`config.mk`:
```
export PLATFORM = sky130hd
export DESIGN_NAME = mul_shift_add_ctrl_flat
export DESIGN_NICKNAME = d
export VERILOG_FILES = /design/src/rtl/mul_shift_add_ctrl_pkg.sv /design/src/rtl/mul_shift_add_ctrl_if.sv /design/src/rtl/mul_shift_add_ctrl_adder.sv /design/src/rtl/mul_shift_add_ctrl.sv /design/src/flat_wrapper.sv
export SDC_FILE = /design/constraint.sdc
export NUM_CORES = 1
export LEC_CHECK = 0
export CORE_ASPECT_RATIO = 1.2
export CORE_MARGIN = 2
export CORE_UTILIZATION = 45
export CTS_BUF_LIST = sky130_fd_sc_hd__clkbuf_16
export DETAILED_ROUTE_END_ITERATION = 8
export PLACE_DENSITY = 0.65
export SYNTH_ARGS = -nofsm -noshare
export SYNTH_HDL_FRONTEND = slang
export SYNTH_SLANG_ARGS = --single-unit
```
`constraint.sdc`:
```
create_clock -name i_clk -period 5.6 [get_ports i_clk]
set_input_delay 0.84 -clock i_clk [delete_from_list [all_inputs] [get_ports i_clk]]
set_output_delay 0.84 -clock i_clk [all_outputs]
set_load 0.01 [all_outputs]
```
`src/rtl/mul_shift_add_ctrl_pkg.sv`:
```
// Shared encodings for the shift-add multiplier: RV32M op codes, FSM states, counter width.
package mul_shift_add_ctrl_pkg;

  localparam int unsigned MulOpW       = 2;
  localparam int unsigned MulBusWidth  = 32;
  localparam int unsigned MulCntWidth  = $clog2(MulBusWidth);

  localparam logic [MulOpW-1:0] MUL_OP_MUL    = 2'b00;
  localparam logic [MulOpW-1:0] MUL_OP_MULH   = 2'b01;
  localparam logic [MulOpW-1:0] MUL_OP_MULHSU = 2'b10;
  localparam logic [MulOpW-1:0] MUL_OP_MULHU  = 2'b11;

  typedef enum logic [2:0] {
    StIdle  = 3'd0,
    StPrep  = 3'd1,
    StIter  = 3'd2,
    StFixup = 3'd3,
    StDone  = 3'd4
  } mul_state_e;

endpackage

```
`src/rtl/mul_shift_add_ctrl_if.sv`:
```
// Request/response bundle between the EX stage and the multiply unit.
interface mul_shift_add_ctrl_if
  import mul_shift_add_ctrl_pkg::*;
#(
  parameter int unsigned BUS_WIDTH = 32
);
  logic                 i_start;
  logic [MulOpW-1:0]    i_mul_op;
  logic [BUS_WIDTH-1:0] i_op_a;
  logic [BUS_WIDTH-1:0] i_op_b;
  logic                 o_busy;
  logic                 o_done;
  logic [BUS_WIDTH-1:0] o_result;

  modport master (
    output i_start, i_mul_op, i_op_a, i_op_b,
    input  o_busy, o_done, o_result
  );

  modport slave (
    input  i_start, i_mul_op, i_op_a, i_op_b,
    output o_busy, o_done, o_result
  );
endinterface

```
`src/rtl/mul_shift_add_ctrl_adder.sv`:
```
// Plain BUS_WIDTH adder shared with the ALU; overflow flag reports signed overflow.
module mul_shift_add_ctrl_adder #(
  parameter int unsigned BUS_WIDTH = 32
) (
  input  logic [BUS_WIDTH-1:0] i_x,
  input  logic [BUS_WIDTH-1:0] i_y,
  output logic [BUS_WIDTH-1:0] o_sum,
  output logic                 o_overflow_flag
);

  always_comb begin
    o_sum           = i_x + i_y;
    o_overflow_flag = (i_x[BUS_WIDTH-1] == i_y[BUS_WIDTH-1]) &&
                      (o_sum[BUS_WIDTH-1] != i_x[BUS_WIDTH-1]);
  end

endmodule

```
`src/rtl/mul_shift_add_ctrl.sv`:
```
// Multi-cycle RV32M multiplier: magnitudes are multiplied by W shift-add steps on the shared
// adder, then the 2W-bit product is negated if the operand signs differ.
module mul_shift_add_ctrl
  import mul_shift_add_ctrl_pkg::*;
#(
  parameter int unsigned BUS_WIDTH = 32
) (
  input  logic                 i_clk,
  input  logic                 i_rst,
  mul_shift_add_ctrl_if.slave  bus
);

  localparam int unsigned CntW  = $clog2(BUS_WIDTH);
  localparam int unsigned ProdW = 2 * BUS_WIDTH;
  localparam logic [CntW-1:0] CntLast = CntW'(BUS_WIDTH - 1);

  mul_state_e           r_state;
  logic [MulOpW-1:0]    r_op;
  logic [BUS_WIDTH-1:0] r_a;
  logic [BUS_WIDTH-1:0] r_hi;
  logic [BUS_WIDTH-1:0] r_lo;
  logic                 r_neg;
  logic [CntW-1:0]      r_cnt;
  logic [BUS_WIDTH-1:0] r_result;

  logic                 w_a_signed;
  logic                 w_b_signed;
  logic [BUS_WIDTH-1:0] w_mag_a;
  logic [BUS_WIDTH-1:0] w_mag_b;
  logic                 w_neg;
  logic [BUS_WIDTH-1:0] w_sum;
  logic                 w_unused_ovf;
  logic                 w_carry;
  logic [BUS_WIDTH:0]   w_step;
  logic [ProdW-1:0]     w_fix;

  mul_shift_add_ctrl_adder #(
    .BUS_WIDTH(BUS_WIDTH)
  ) u_adder (
    .i_x             (r_hi),
    .i_y             (r_a),
    .o_sum           (w_sum),
    .o_overflow_flag (w_unused_ovf)
  );

  always_comb begin
    w_a_signed = (r_op == MUL_OP_MULH) || (r_op == MUL_OP_MULHSU);
    w_b_signed = (r_op == MUL_OP_MULH);
    // Two's-complement negate of INT_MIN yields 2^(W-1), which is the correct unsigned magnitude
    w_mag_a    = (w_a_signed && r_a[BUS_WIDTH-1]) ? (~r_a + BUS_WIDTH'(1)) : r_a;
    w_mag_b    = (w_b_signed && r_lo[BUS_WIDTH-1]) ? (~r_lo + BUS_WIDTH'(1)) : r_lo;
    w_neg      = (w_a_signed && r_a[BUS_WIDTH-1]) ^ (w_b_signed && r_lo[BUS_WIDTH-1]);
    w_carry    = (r_hi[BUS_WIDTH-1] & r_a[BUS_WIDTH-1]) |
                 ((r_hi[BUS_WIDTH-1] | r_a[BUS_WIDTH-1]) & ~w_sum[BUS_WIDTH-1]);
    w_step     = r_lo[0] ? {w_carry, w_sum} : {1'b0, r_hi};
    w_fix      = r_neg ? (~{r_hi, r_lo} + ProdW'(1)) : {r_hi, r_lo};
  end

  always_ff @(posedge i_clk or posedge i_rst) begin
    if (i_rst) begin
      r_state  <= StIdle;
      r_op     <= '0;
      r_a      <= '0;
      r_hi     <= '0;
      r_lo     <= '0;
      r_neg    <= 1'b0;
      r_cnt    <= '0;
      r_result <= '0;
    end else begin
      unique case (r_state)
        StIdle, StDone: begin
          if (bus.i_start) begin
            r_op    <= bus.i_mul_op;
            r_a     <= bus.i_op_a;
            r_lo    <= bus.i_op_b;
            r_state <= StPrep;
          end else begin
            r_state <= StIdle;
          end
        end
        StPrep: begin
          r_a     <= w_mag_a;
          r_lo    <= w_mag_b;
          r_hi    <= '0;
          r_neg   <= w_neg;
          r_cnt   <= '0;
          r_state <= StIter;
        end
        StIter: begin
          r_hi  <= w_step[BUS_WIDTH:1];
          r_lo  <= {w_step[0], r_lo[BUS_WIDTH-1:1]};
          r_cnt <= r_cnt + CntW'(1);
          if (r_cnt == CntLast) begin
            r_state <= StFixup;
          end
        end
        StFixup: begin
          {r_hi, r_lo} <= w_fix;
          r_result     <= (r_op == MUL_OP_MUL) ? w_fix[BUS_WIDTH-1:0] : w_fix[ProdW-1:BUS_WIDTH];
          r_state      <= StDone;
        end
        default: r_state <= StIdle;
      endcase
    end
  end

  always_comb begin
    bus.o_busy   = (r_state == StPrep) || (r_state == StIter) || (r_state == StFixup);
    bus.o_done   = (r_state == StDone);
    bus.o_result = r_result;
  end

endmodule

```
`src/flat_wrapper.sv`:
```
// flat-port wrapper written by rule: the top's interface ports become plain ports
module mul_shift_add_ctrl_flat import mul_shift_add_ctrl_pkg::*;
#(
  parameter int unsigned BUS_WIDTH = 32
)
  (i_clk, i_rst, bus_i_start, bus_i_mul_op, bus_i_op_a, bus_i_op_b, bus_o_busy, bus_o_done, bus_o_result);
  mul_shift_add_ctrl_if #(.BUS_WIDTH(BUS_WIDTH)) bus_i ();
  input  logic i_clk;
  input  logic i_rst;
  input wire logic [$bits(bus_i.i_start)-1:0] bus_i_start;
  input wire logic [$bits(bus_i.i_mul_op)-1:0] bus_i_mul_op;
  input wire logic [$bits(bus_i.i_op_a)-1:0] bus_i_op_a;
  input wire logic [$bits(bus_i.i_op_b)-1:0] bus_i_op_b;
  output wire logic [$bits(bus_i.o_busy)-1:0] bus_o_busy;
  output wire logic [$bits(bus_i.o_done)-1:0] bus_o_done;
  output wire logic [$bits(bus_i.o_result)-1:0] bus_o_result;
  assign bus_i.i_start = bus_i_start;
  assign bus_i.i_mul_op = bus_i_mul_op;
  assign bus_i.i_op_a = bus_i_op_a;
  assign bus_i.i_op_b = bus_i_op_b;
  assign bus_o_busy = bus_i.o_busy;
  assign bus_o_done = bus_i.o_done;
  assign bus_o_result = bus_i.o_result;
  mul_shift_add_ctrl #(.BUS_WIDTH(BUS_WIDTH)) u_core (.i_clk(i_clk), .i_rst(i_rst), .bus(bus_i));
endmodule
```
==> key figures <==
Status
  – Status: complete, no violations

Floorplan
  – IO Pins: 103
  – Core Rows: 62
  – Die area: 25600 sq um
  – Initial core utilization: 45.8%
  – Die height: 175 microns
  – Core area: 23900 sq um
  – Chip Width: 146 microns

Final layout
  – Final nets: 1568
  – Seq. cell area: between 3000 and 4000 sq um
  – N_diodes: 0
  – Fin util: 53.2%
  – Filler instances: roughly 2300
  – Multi-input gate area: 6940 sq um
  – Design Area, Final: roughly 13000 sq um
  – Share of cells above drive strength 1: 5.23%
  – Area grow syn2layout: 16.1%

Logic synthesis
  – Synth Register Bits: about 140
  – Synth area leaders: dfrtp_1 32%, nand2_1 6.5%, o21ai_0 6.3%
  – Sequential area share after synthesis: 31.8%
  – Synth unique cells: 72
  – Number of flops mapped to enable cells by yosys: 0
  – Mapped cell area: 11000 sq um
  – Synthesized-area fraction occupied by adder cells: around 4.6%
  – Mapped Nets: 1533
  – Post-synthesis xor/xnor area fraction: 7.76%
  – Mux share of post-synthesis cell area: 1.95%
  – Synth Flop Type: dfrtp_1
  – Area share of the largest cell type after synthesis: 31.8%
  – Yosys top cell by area: dfrtp_1
  – Synth Area in Simple Gates: 20.6%
  – Synthesis warning total: 0
  – Cells after Synth: 1425
  – Synth async-reset ratio: 100%
  – Synth Area in Compound Gates: 28.3%
  – Avg Cell Area, Syn: a little under 8 sq um
  – Largest family of logic cells by synthesized area: compound AO/OA/AOI/OAI gates

Critical path
  – Critical path, cell by cell: ha_1, o21ai_0, a2111oi_0, nand3_1, and4_1, o31ai_1, a21oi_1, o21ai_0, a21oi_1, fa_1, a21oi_1, a22oi_1, o221ai_1
  – FF-to-FF path depth: 13
  – CP max stage cell: a2111oi_0
  – CP Class: reg2reg
  – Worst R2R Start: u_core.r_hi[6]
  – CP max FO: 9
  – WP buf/inv: 0
  – Crit end category: flop
  – Slowest Stage Delay on Critical Path: 640 ps
  – CP startpoint kind: flop
  – RR Endpoint: u_core.r_hi[30]
  – Most used cell, CP: a21oi_1
  – CP Data Required Time: 5870 ps
  – Worst reg2reg setup slack: 1430 ps
  – CP top delay family: compound AO/OA/AOI/OAI gates
  – Crit path DAT: 4440 ps

STA
  – Setup TNS: 0 ps
  – Final period utilization: 74.5%
  – Slew Limit Fails: 0
  – Relative slew slack: between 30% and 40%
  – FMAX: 240 MHz
  – Final hold vios: 0
  – Setup-failing EPs final: 0
  – Clock Skew: 12.9 ps
  – RSZ-0062 raised after global routing: false
  – Min Tclk post-route: 4170 ps
  – Worst Max-Slew Pin Slew: 1020 ps

Place
  – Global placer's final weighted congestion: 0.915
  – Cell Area, Placed: between 10000 and 15000 sq um
  – IO Port Bufs: 102
  – Dpl hpwl: 25.7 mm

Routing
  – Post-Route WL: 36.6 mm
  – DRC errors left: 0
  – DRT Pass-1 Iters: 7
  – Drt via density: roughly 6.2
  – Routed WL per cell: approximately 20 microns
  – Routed Antenna Nets: 0
  – Vias: ~11000
  – Initial DRC count: 837

Clock tree
  – CTS Hold Bufs: 0
  – CTS tree: yes
  – Root Buffer: clkbuf_16
  – Clock slew at reported path FFs: approximately 70 ps
  – Clock sinks: about 140
  – H-tree depth: 4
  – CTS Buf Count: 17
  – Cts repair resizes: 0
  – Setup bufs post-CTS: 0
  – Max clock buf depth: 2
  – Later-pin clock latency in the skew report: approximately 440 ps

Run
  – MaxCap Viol Count: 0

Global route
  – Vias in the first global route: 10500
  – Met1 GRT Util: 38.5%
  – Overflow left after global routing: 0
  – Met2 Usage GRT: 45.4%
  – Largest net degree at the start of global routing: 101
  – Number of antenna violations at the first check in global routing: 0
  – Top Usage Layer GRT: met2
  – First-pass GRT wire length: 58.1 mm
  – GR Layer Usage met3: under 10%
  – GRT Total Usage: 28.6%

Power and ir drop
  – Largest vdd supply drop: 0.000218 V
  – Pwr/cell area: 624 nW/um^2
  – Pleak: 5.10 nW

Hold path
  – Worst min-delay path startpoint: u_core.bus.o_result[8]
  – Worst min-delay path category: reg2reg
  – Hold Path Depth: 2
  – Min-Delay Endpoint: u_core.bus.o_result[8]
## worst register-to-register path, stage by stage (launching register included)
cell and delay, ps:
dfrtp_1 490, ha_1 420, o21ai_0 160, a2111oi_0 640, nand3_1 220, and4_1 250
o31ai_1 520, a21oi_1 140, o21ai_0 180, a21oi_1 130, fa_1 490, a21oi_1 60
a22oi_1 170, o221ai_1 140
## kinds of logic after synthesis
logic type,count (synthesis)
flip-flops,139
AND/OR/NAND/NOR,487
AO/OA/AOI/OAI,495
adder cells (fa/ha/maj),39
XOR/XNOR,97
multiplexers,21
buffers and inverters,147
## cells in the mapped netlist (7+ instances only)
cell type and number:
a211oi_1 7, a21o_1 17, a21oi_1 134, a221oi_1 9, a22oi_1 15, a31oi_1 18, and3_1 10, and4_1 7
buf_1 11, clkbuf_1 95, dfrtp_1 139, ha_1 37, inv_1 37, mux2i_1 18, nand2_1 191, nand3_1 35
nor2_1 117, nor2b_1 8, nor3_1 40, nor4_1 16, o211ai_1 11, o21ai_0 137, o21ai_1 8, o221ai_1 26
o22a_1 12, o22ai_1 26, o31ai_1 20, or3_1 17, or4_1 11, xnor2_1 52, xor2_1 45
## power breakdown
group | total, mW | switching (mW) | internal (mW)
Combinational | 4.69 | 2.81 | 1.89
Sequential | 2.13 | 0.679 | 1.45
Clock | 1.11 | 0.529 | 0.582
Total | 7.93 | 4.01 | 3.92
## area by class of cell
type,count,share of cell area (%)
Clock buffer,17,3.35
Multi-Input combinational cell,1139,54.6
Timing Repair Buffer,125,9.39
Inverter,38,1.16
Tap cell,320,3.15
Clock inverter,15,1.00
Sequential cell,139,27.4
## stage by stage
step	power, mW	instances	hold WS, ps	setup WS (ps)
3_3_place_gp	6.68	1761	456	1600
5_1_grt	8.54	1793	511	1220
4_1_cts	7.87	1793	480	1540
2_1_floorplan	5.30	1425	449	1040
6_report	7.93	1793	474	1430
3_5_place_dp	6.75	1761	463	1550
## flip-flops by register name, summed over array words and instances (netlist names)
register and cells:
u_core.r_lo 32, u_core.r_a 32, u_core.r_op 2, u_core.r_cnt 5, u_core.r_neg 1, u_core.bus.o_result 32
u_core.r_hi 32, u_core.r_state 3
## routing by layer
metal | vias up | wire (microns)
met4 | 0 | 1620
met3 | 81 | 2540
met5 | - | 0
met1 | 5289 | 15800
li1 | 5286 | -
met2 | 502 | 16700
## cells in the final DEF (no fill, tap or decap), types with 18 or more instances in the layout
master	synthesis	routed
o22ai_1	26	26
o31ai_1	20	20
o221ai_1	26	26
nor3_1	40	40
a31oi_1	18	18
nor2_1	117	116
buf_4	0	23
nand3_1	35	35
nand2_1	191	190
a21oi_1	134	133
ha_1	37	37
mux2i_1	18	18
clkdlybuf4s50_1	0	102
xnor2_1	52	52
xor2_1	45	45
o21ai_0	137	135
dfrtp_1	139	138
inv_1	37	36
## how the worst max path moves through the flow
stage,from,endpoint,slack (ps),cells after the start
5_1_grt,u_core.r_hi[6],u_core.r_hi[30],1220,13
2_1_floorplan,i_rst,u_core.bus.o_result[0],1040,1
4_1_cts,u_core.r_hi[6],u_core.r_hi[30],1540,13
3_3_place_gp,u_core.r_hi[6],u_core.r_hi[30],1600,13
3_5_place_dp,u_core.r_hi[6],u_core.r_hi[30],1550,13
6_report,u_core.r_hi[6],u_core.r_hi[30],1430,13
No activity file was read; power rests on OpenSTA's default activity.
==> edit 1: new RTL, same settings <==
`BUS_WIDTH` is set to 32 in 4 places; all go to 64.
--- a/src/rtl/mul_shift_add_ctrl_if.sv
+++ b/src/rtl/mul_shift_add_ctrl_if.sv
@@ -4,3 +4,3 @@
 #(
-  parameter int unsigned BUS_WIDTH = 32
+  parameter int unsigned BUS_WIDTH = 64
 );
--- a/src/rtl/mul_shift_add_ctrl_adder.sv
+++ b/src/rtl/mul_shift_add_ctrl_adder.sv
@@ -2,3 +2,3 @@
 module mul_shift_add_ctrl_adder #(
-  parameter int unsigned BUS_WIDTH = 32
+  parameter int unsigned BUS_WIDTH = 64
 ) (
--- a/src/rtl/mul_shift_add_ctrl.sv
+++ b/src/rtl/mul_shift_add_ctrl.sv
@@ -5,3 +5,3 @@
 #(
-  parameter int unsigned BUS_WIDTH = 32
+  parameter int unsigned BUS_WIDTH = 64
 ) (
--- a/src/flat_wrapper.sv
+++ b/src/flat_wrapper.sv
@@ -3,3 +3,3 @@
 #(
-  parameter int unsigned BUS_WIDTH = 32
+  parameter int unsigned BUS_WIDTH = 64
 )
Ports: changed (resized bus_i_op_a, bus_i_op_b and bus_o_result); port bits go from 103 to 199. The function was not compared with the original's and may differ.
==> edit 1 against the unedited design <==
Area after synthesis increased by 110%; utilization decreased by 0.63 points; largest cell class unchanged; global-route usage rose by 6.6 points; critical path type unchanged; first-iteration DRC count grew to 3.4 times the old value; setup slack worse by 0.52 ns; wire length grew to 2.6 times the old value; design area up 100%; final cell count increased by 110%; sequential cell count is 129 higher.
Power is left out: it rests on default switching activity, and per cell area and clock period it moved more than threefold.
==> edit 1: results (changes against the unedited design) <==
[metrics] number of antenna violations at the first check in global routing: 6 (was 0)
[metrics] number of vias per cell: 6.60 (was 6.22)
[metrics] FF-to-FF Start: u_core.r_lo[3] (was u_core.r_hi[6])
[metrics] top cells by instance count after synthesis: nand2_1 (396), a21oi_1 (334), o21ai_0 (274), dfrtp_1 (268), nor2_1 (235) (was nand2_1 (191), dfrtp_1 (139), o21ai_0 (137), a21oi_1 (134), nor2_1 (117))
[metrics] vias in the first global route: 22900 (was 10500)
[metrics] hpwl dp: 67400 um (was 25700 um)
[metrics] total clock buffers created by CTS: 35 (was 17)
[metrics] crit path launch: u_core.r_lo[3] (was u_core.r_hi[6])
[metrics] GRT Util Overall: 35.2% (was 28.6%)
[metrics] slew margin rel.: 21.6% (was 31.8%)
[metrics] router iterations before antenna repair: 7 (unchanged)
[metrics] Area contributors post-synth: dfrtp_1 (30%), a21oi_1 (7.4%), nand2_1 (6.6%) (was dfrtp_1 (32%), nand2_1 (6.5%), o21ai_0 (6.3%))
[metrics] DRT Wirelength: 93400 um (was 36600 um)
[metrics] worst skew pair latency: 0.57 ns (was 0.44 ns)
[metrics] WHS Path Cells: 2 (unchanged)
[metrics] first-pass GRT wire length: 142000 um (was 58100 um)
[metrics] buffer levels on the longest clock path: 3 (was 2)
[metrics] register-to-register setup slack: 0.91 ns (was 1.43 ns)
[metrics] Post-Route Skew: 0.0178 ns (was 0.0129 ns)
[metrics] status: finished, final reports clean (unchanged)
[metrics] ys async rst share: 100% (unchanged)
[metrics] Port-buffer cells: 198 (was 102)
[metrics] largest net degree at the start of global routing: 138 (was 101)
[metrics] cell count of the worst reg-to-reg path: 9 (was 13)
[metrics] ratio of cells with drive above 1 in the final layout: 5.34% (was 5.23%)
[metrics] Final Wtd Congestion: 0.991 (was 0.915)
[metrics] total number of nets in the final design: 3235 (was 1568)
[metrics] Critical path destination: u_core.bus.o_result[58] (was u_core.r_hi[30])
[metrics] critical path data arrival time: 5.09 ns (was 4.44 ns)
[metrics] Synth Area in XOR/XNOR: 6.63% (was 7.76%)
[metrics] DR iter-0 viols: 2867 (was 837)
[metrics] Seq/Total Area, Yosys: 29.7% (was 31.8%)
[metrics] post-CTS repair timing setup buffer count: 0 (unchanged)
[metrics] arithmetic-cell share of the synthesized area counting full adders, half adders and majority gates: 3.95% (was 4.59%)
[metrics] startpoint of the tightest hold check path: u_core.bus.o_result[8] (unchanged)
[metrics] terminating pin of the worst hold path: u_core.bus.o_result[8] (unchanged)
[metrics] compound-gate portion of the synthesized area: 30.0% (was 28.3%)
[metrics] share of synthesized area spent on multiplexers: 2.02% (was 1.95%)
[metrics] number of levels the H-tree was split into: 2 (was 4)
[metrics] number of unique standard cell types used by synthesis: 84 (was 72)
==> edit 1: per-layer routing <==
layer / vias to the layer above / share of wire, % / GRT usage (%)
met4: 10 / 7.4 / 23.1
li1: 11100 / - / -
met2: 1310 / 44 / 53.7
met1: 11600 / 39 / 45.4
met5: - / 0.077 / 0
met3: 286 / 9.2 / 6.98
==> edit 1: through the flow <==
stage | hold WS, ns | setup slack [ns] | cell area (um2) | util, % | cells
6_report | 0.473 | 0.906 | 25900 | 52.6 | 3694
5_1_grt | 0.503 | 0.680 | 25900 | 52.6 | 3693
4_1_cts | 0.479 | 1.06 | 25900 | 52.6 | 3692
3_5_place_dp | 0.466 | 1.07 | 24800 | 50.3 | 3632
3_3_place_gp | 0.456 | 1.14 | 24800 | 50.3 | 3632
2_1_floorplan | 0.452 | 1.22 | 22600 | - | 3008
==> edit 1: cells by family after synthesis <==
kind of cell | count (synthesis)
xor gates and xnor gates | 171
DFF | 268
adders and majority gates | 70
and+or+nand+nor | 1065
buffers and inverters | 307
AOI/OAI and AO/OA | 1083
muxes | 44
==> edit 1: area by class of cell <==
type	instances	area (um2)
fill	4717	23400
multi-input combinational	2433	14700
sequential	268	6710
timing repair buffer	247	2390
clock buffer	35	876
tap	637	797
clock inverter	25	241
inverter	47	180
antenna	2	5.00
==> edit 1: critical path, cell delays in order, from the launching register on <==
cell and delay (ns):
dfrtp_1 0.46, nor4_1 0.74, nand4_1 0.56, nor3_4 0.47, nand3_1 0.24, or4_1 0.75, nor3b_1 0.40, nor2b_1 0.10
xnor2_1 0.56, o221ai_1 0.23
==> edit 2: new RTL, config.mk and constraints unchanged <==
Made on the original files. Re-encode `mul_state_e` (5 states) as one-hot, 5 bits wide.
--- a/src/rtl/mul_shift_add_ctrl_pkg.sv
+++ b/src/rtl/mul_shift_add_ctrl_pkg.sv
@@ -12,8 +12,8 @@
 
-  typedef enum logic [2:0] {
-    StIdle  = 3'd0,
-    StPrep  = 3'd1,
-    StIter  = 3'd2,
-    StFixup = 3'd3,
-    StDone  = 3'd4
+  typedef enum logic [4:0] {
+    StIdle  = 5'b00001,
+    StPrep  = 5'b00010,
+    StIter  = 5'b00100,
+    StFixup = 5'b01000,
+    StDone  = 5'b10000
   } mul_state_e;
Check against the original RTL: same outputs for any inputs over 10 cycles, from zero or initial values and one cycle with i_rst high; not proved beyond that.
==> edit 2 against the unedited design <==
Maximum frequency increased by 11%; worst hold slack got worse by 0.0055 ns; wire length decreased by 3.5%; register-to-register slack improved by 0.43 ns; non-clock buffer count decreased by 4; sequential cell count increased by 2; critical endpoint is now bus_o_busy; synthesized cell count decreased by 4.5%; setup slack improved by 0.42 ns; first-iteration DRC count increased by 5.7%; area after synthesis decreased by 0.88%; design area decreased by 0.62%; total power decreased by 13%.
==> edit 2: results (changes against the unedited design) <==
[metrics] status: finished, final reports clean (unchanged)
[metrics] ratio of cells with drive above 1 in the final layout: 5.49% (was 5.23%)
[metrics] cell count after synthesis: 1361 (was 1425)
[metrics] top cells by instance count after synthesis: nand2_1 (151), dfrtp_1 (140), o21ai_0 (129), nor2_1 (120), a21oi_1 (115) (was nand2_1 (191), dfrtp_1 (139), o21ai_0 (137), a21oi_1 (134), nor2_1 (117))
[metrics] critical path data arrival time: 2.92 ns (was 4.44 ns)
[metrics] GRT Util Overall: 27.8% (was 28.6%)
[metrics] Post-Route Skew: 0.0136 ns (was 0.0129 ns)
[metrics] number of unique standard cell types used by synthesis: 73 (was 72)
[metrics] endpoint of the worst register-to-register path: u_core.bus.o_result[25] (was u_core.r_hi[30])
[metrics] hpwl dp: 25200 um (was 25700 um)
[metrics] Area contributors post-synth: dfrtp_1 (32%), o21ai_0 (5.9%), a21oi_1 (5.3%) (was dfrtp_1 (32%), nand2_1 (6.5%), o21ai_0 (6.3%))
[metrics] DRT Wirelength: 35300 um (was 36600 um)
[metrics] Least-Margin Pin Slew: 1.19 ns (was 1.02 ns)
[metrics] DR iter-0 viols: 885 (was 837)
[metrics] cell count of the worst reg-to-reg path: 8 (was 13)
[metrics] total number of nets in the final design: 1497 (was 1568)
[metrics] largest net degree at the start of global routing: 105 (was 101)
[metrics] router iterations before antenna repair: 6 (was 7)
[metrics] Seq/Total Area, Yosys: 32.5% (was 31.8%)
[metrics] first-pass GRT wire length: 56400 um (was 58100 um)
[metrics] switching portion of total power: 49.9% (was 50.6%)
[metrics] largest driver fanout on the critical path: 36 (was 9)
[metrics] terminating pin of the worst hold path: u_core.bus.o_result[25] (was u_core.bus.o_result[8])
[metrics] register-to-register setup slack: 1.86 ns (was 1.43 ns)
[metrics] vias in the first global route: 10200 (was 10500)
[metrics] worst hold slack: 0.468 ns (was 0.474 ns)
[metrics] startpoint of the tightest hold check path: u_core.bus.o_result[25] (was u_core.bus.o_result[8])
[metrics] crit path launch: u_core.r_state[0] (was u_core.r_hi[6])
[metrics] Final Wtd Congestion: 0.948 (was 0.915)
[metrics] FF-to-FF Start: u_core.r_lo[15] (was u_core.r_hi[6])
[metrics] number of vias per cell: 6.31 (was 6.22)
[metrics] P_leak: 5.14 nW (was 5.10 nW)
[metrics] die area: 25400 um2 (was 25600 um2)
-- edit 2: changes by cell type in the layout (fill, tap and decap cells not counted), sizes merged, moves of 8 or more --
cell,change
a21oi,-19
xnor2,-11
inv,-14
nand3,-8
a311oi,+12
o21ai,-14
o221ai,-15
a221oi,+17
a222oi,+11
nand2,-41
o22ai,-12
o22a,-11
-- edit 2: logic make-up after synthesis --
family | share of synthesized area (%)
flops | 32.5
buf+inv | 4.81
mux | 1.77
simple gates | 20.3
fa+ha+maj | 4.63
xor+xnor | 6.70
compound gates | 29.3
-- edit 2: power groups by stage --
stage	Sequential, W	Combinational [W]	Clock, W
CTS	0.00197	0.00370	0.00120
floorplan	0.00164	0.00297	0
global route	0.00206	0.00413	0.00124
finish	0.00200	0.00375	0.00118
global placement	0.00198	0.00364	0
detailed placement	0.00199	0.00368	0
-- edit 2: per-layer routing --
layer,up-vias,track usage [%],share of wire [%],wire (um)
met2,424,45.0,47,16500
met4,0,14.8,5.0,1750
li1,5147,-,-,-
met1,5226,36.1,43,15100
met3,70,4.02,5.7,2030
met5,-,0,0,0
-- edit 2: final cells by class --
cell class	count	area, um2
clock buffer	17	425
inverter	26	103
fill	2299	11200
sequential	141	3530
tap	320	400
multi-input combinational	1082	6840
clock inverter	15	175
timing repair buffer	121	1160
-- edit 2: per-stage QoR --
stage	setup WS [ns]	instance area, um2
3_3_place_gp	1.98	12000
2_1_floorplan	0.980	10900
3_5_place_dp	1.93	12000
5_1_grt	1.68	12600
6_report	1.84	12600
4_1_cts	1.84	12600
-- edit 2: worst max-delay path, cell delays in order, from the launching register on --
cell and delay (ns):
dfstp_2 0.57, nor3_1 0.08, nand3b_1 0.09, buf_4 0.35, nand2_1 0.44, nor2_4 0.20
inv_1 0.07, buf_4 0.19, clkdlybuf4s50_1 0.49
-- edit 2: worst max-delay path by stage --
stage	end	slack, ns	cells past startpoint
floorplan	u_core.bus.o_result[0]	0.98	1
CTS	bus_o_busy	1.84	8
global route	u_core.bus.o_result[17]	1.68	8
detailed placement	u_core.bus.o_result[25]	1.93	8
finish	bus_o_busy	1.84	8
global placement	u_core.bus.o_result[25]	1.98	8
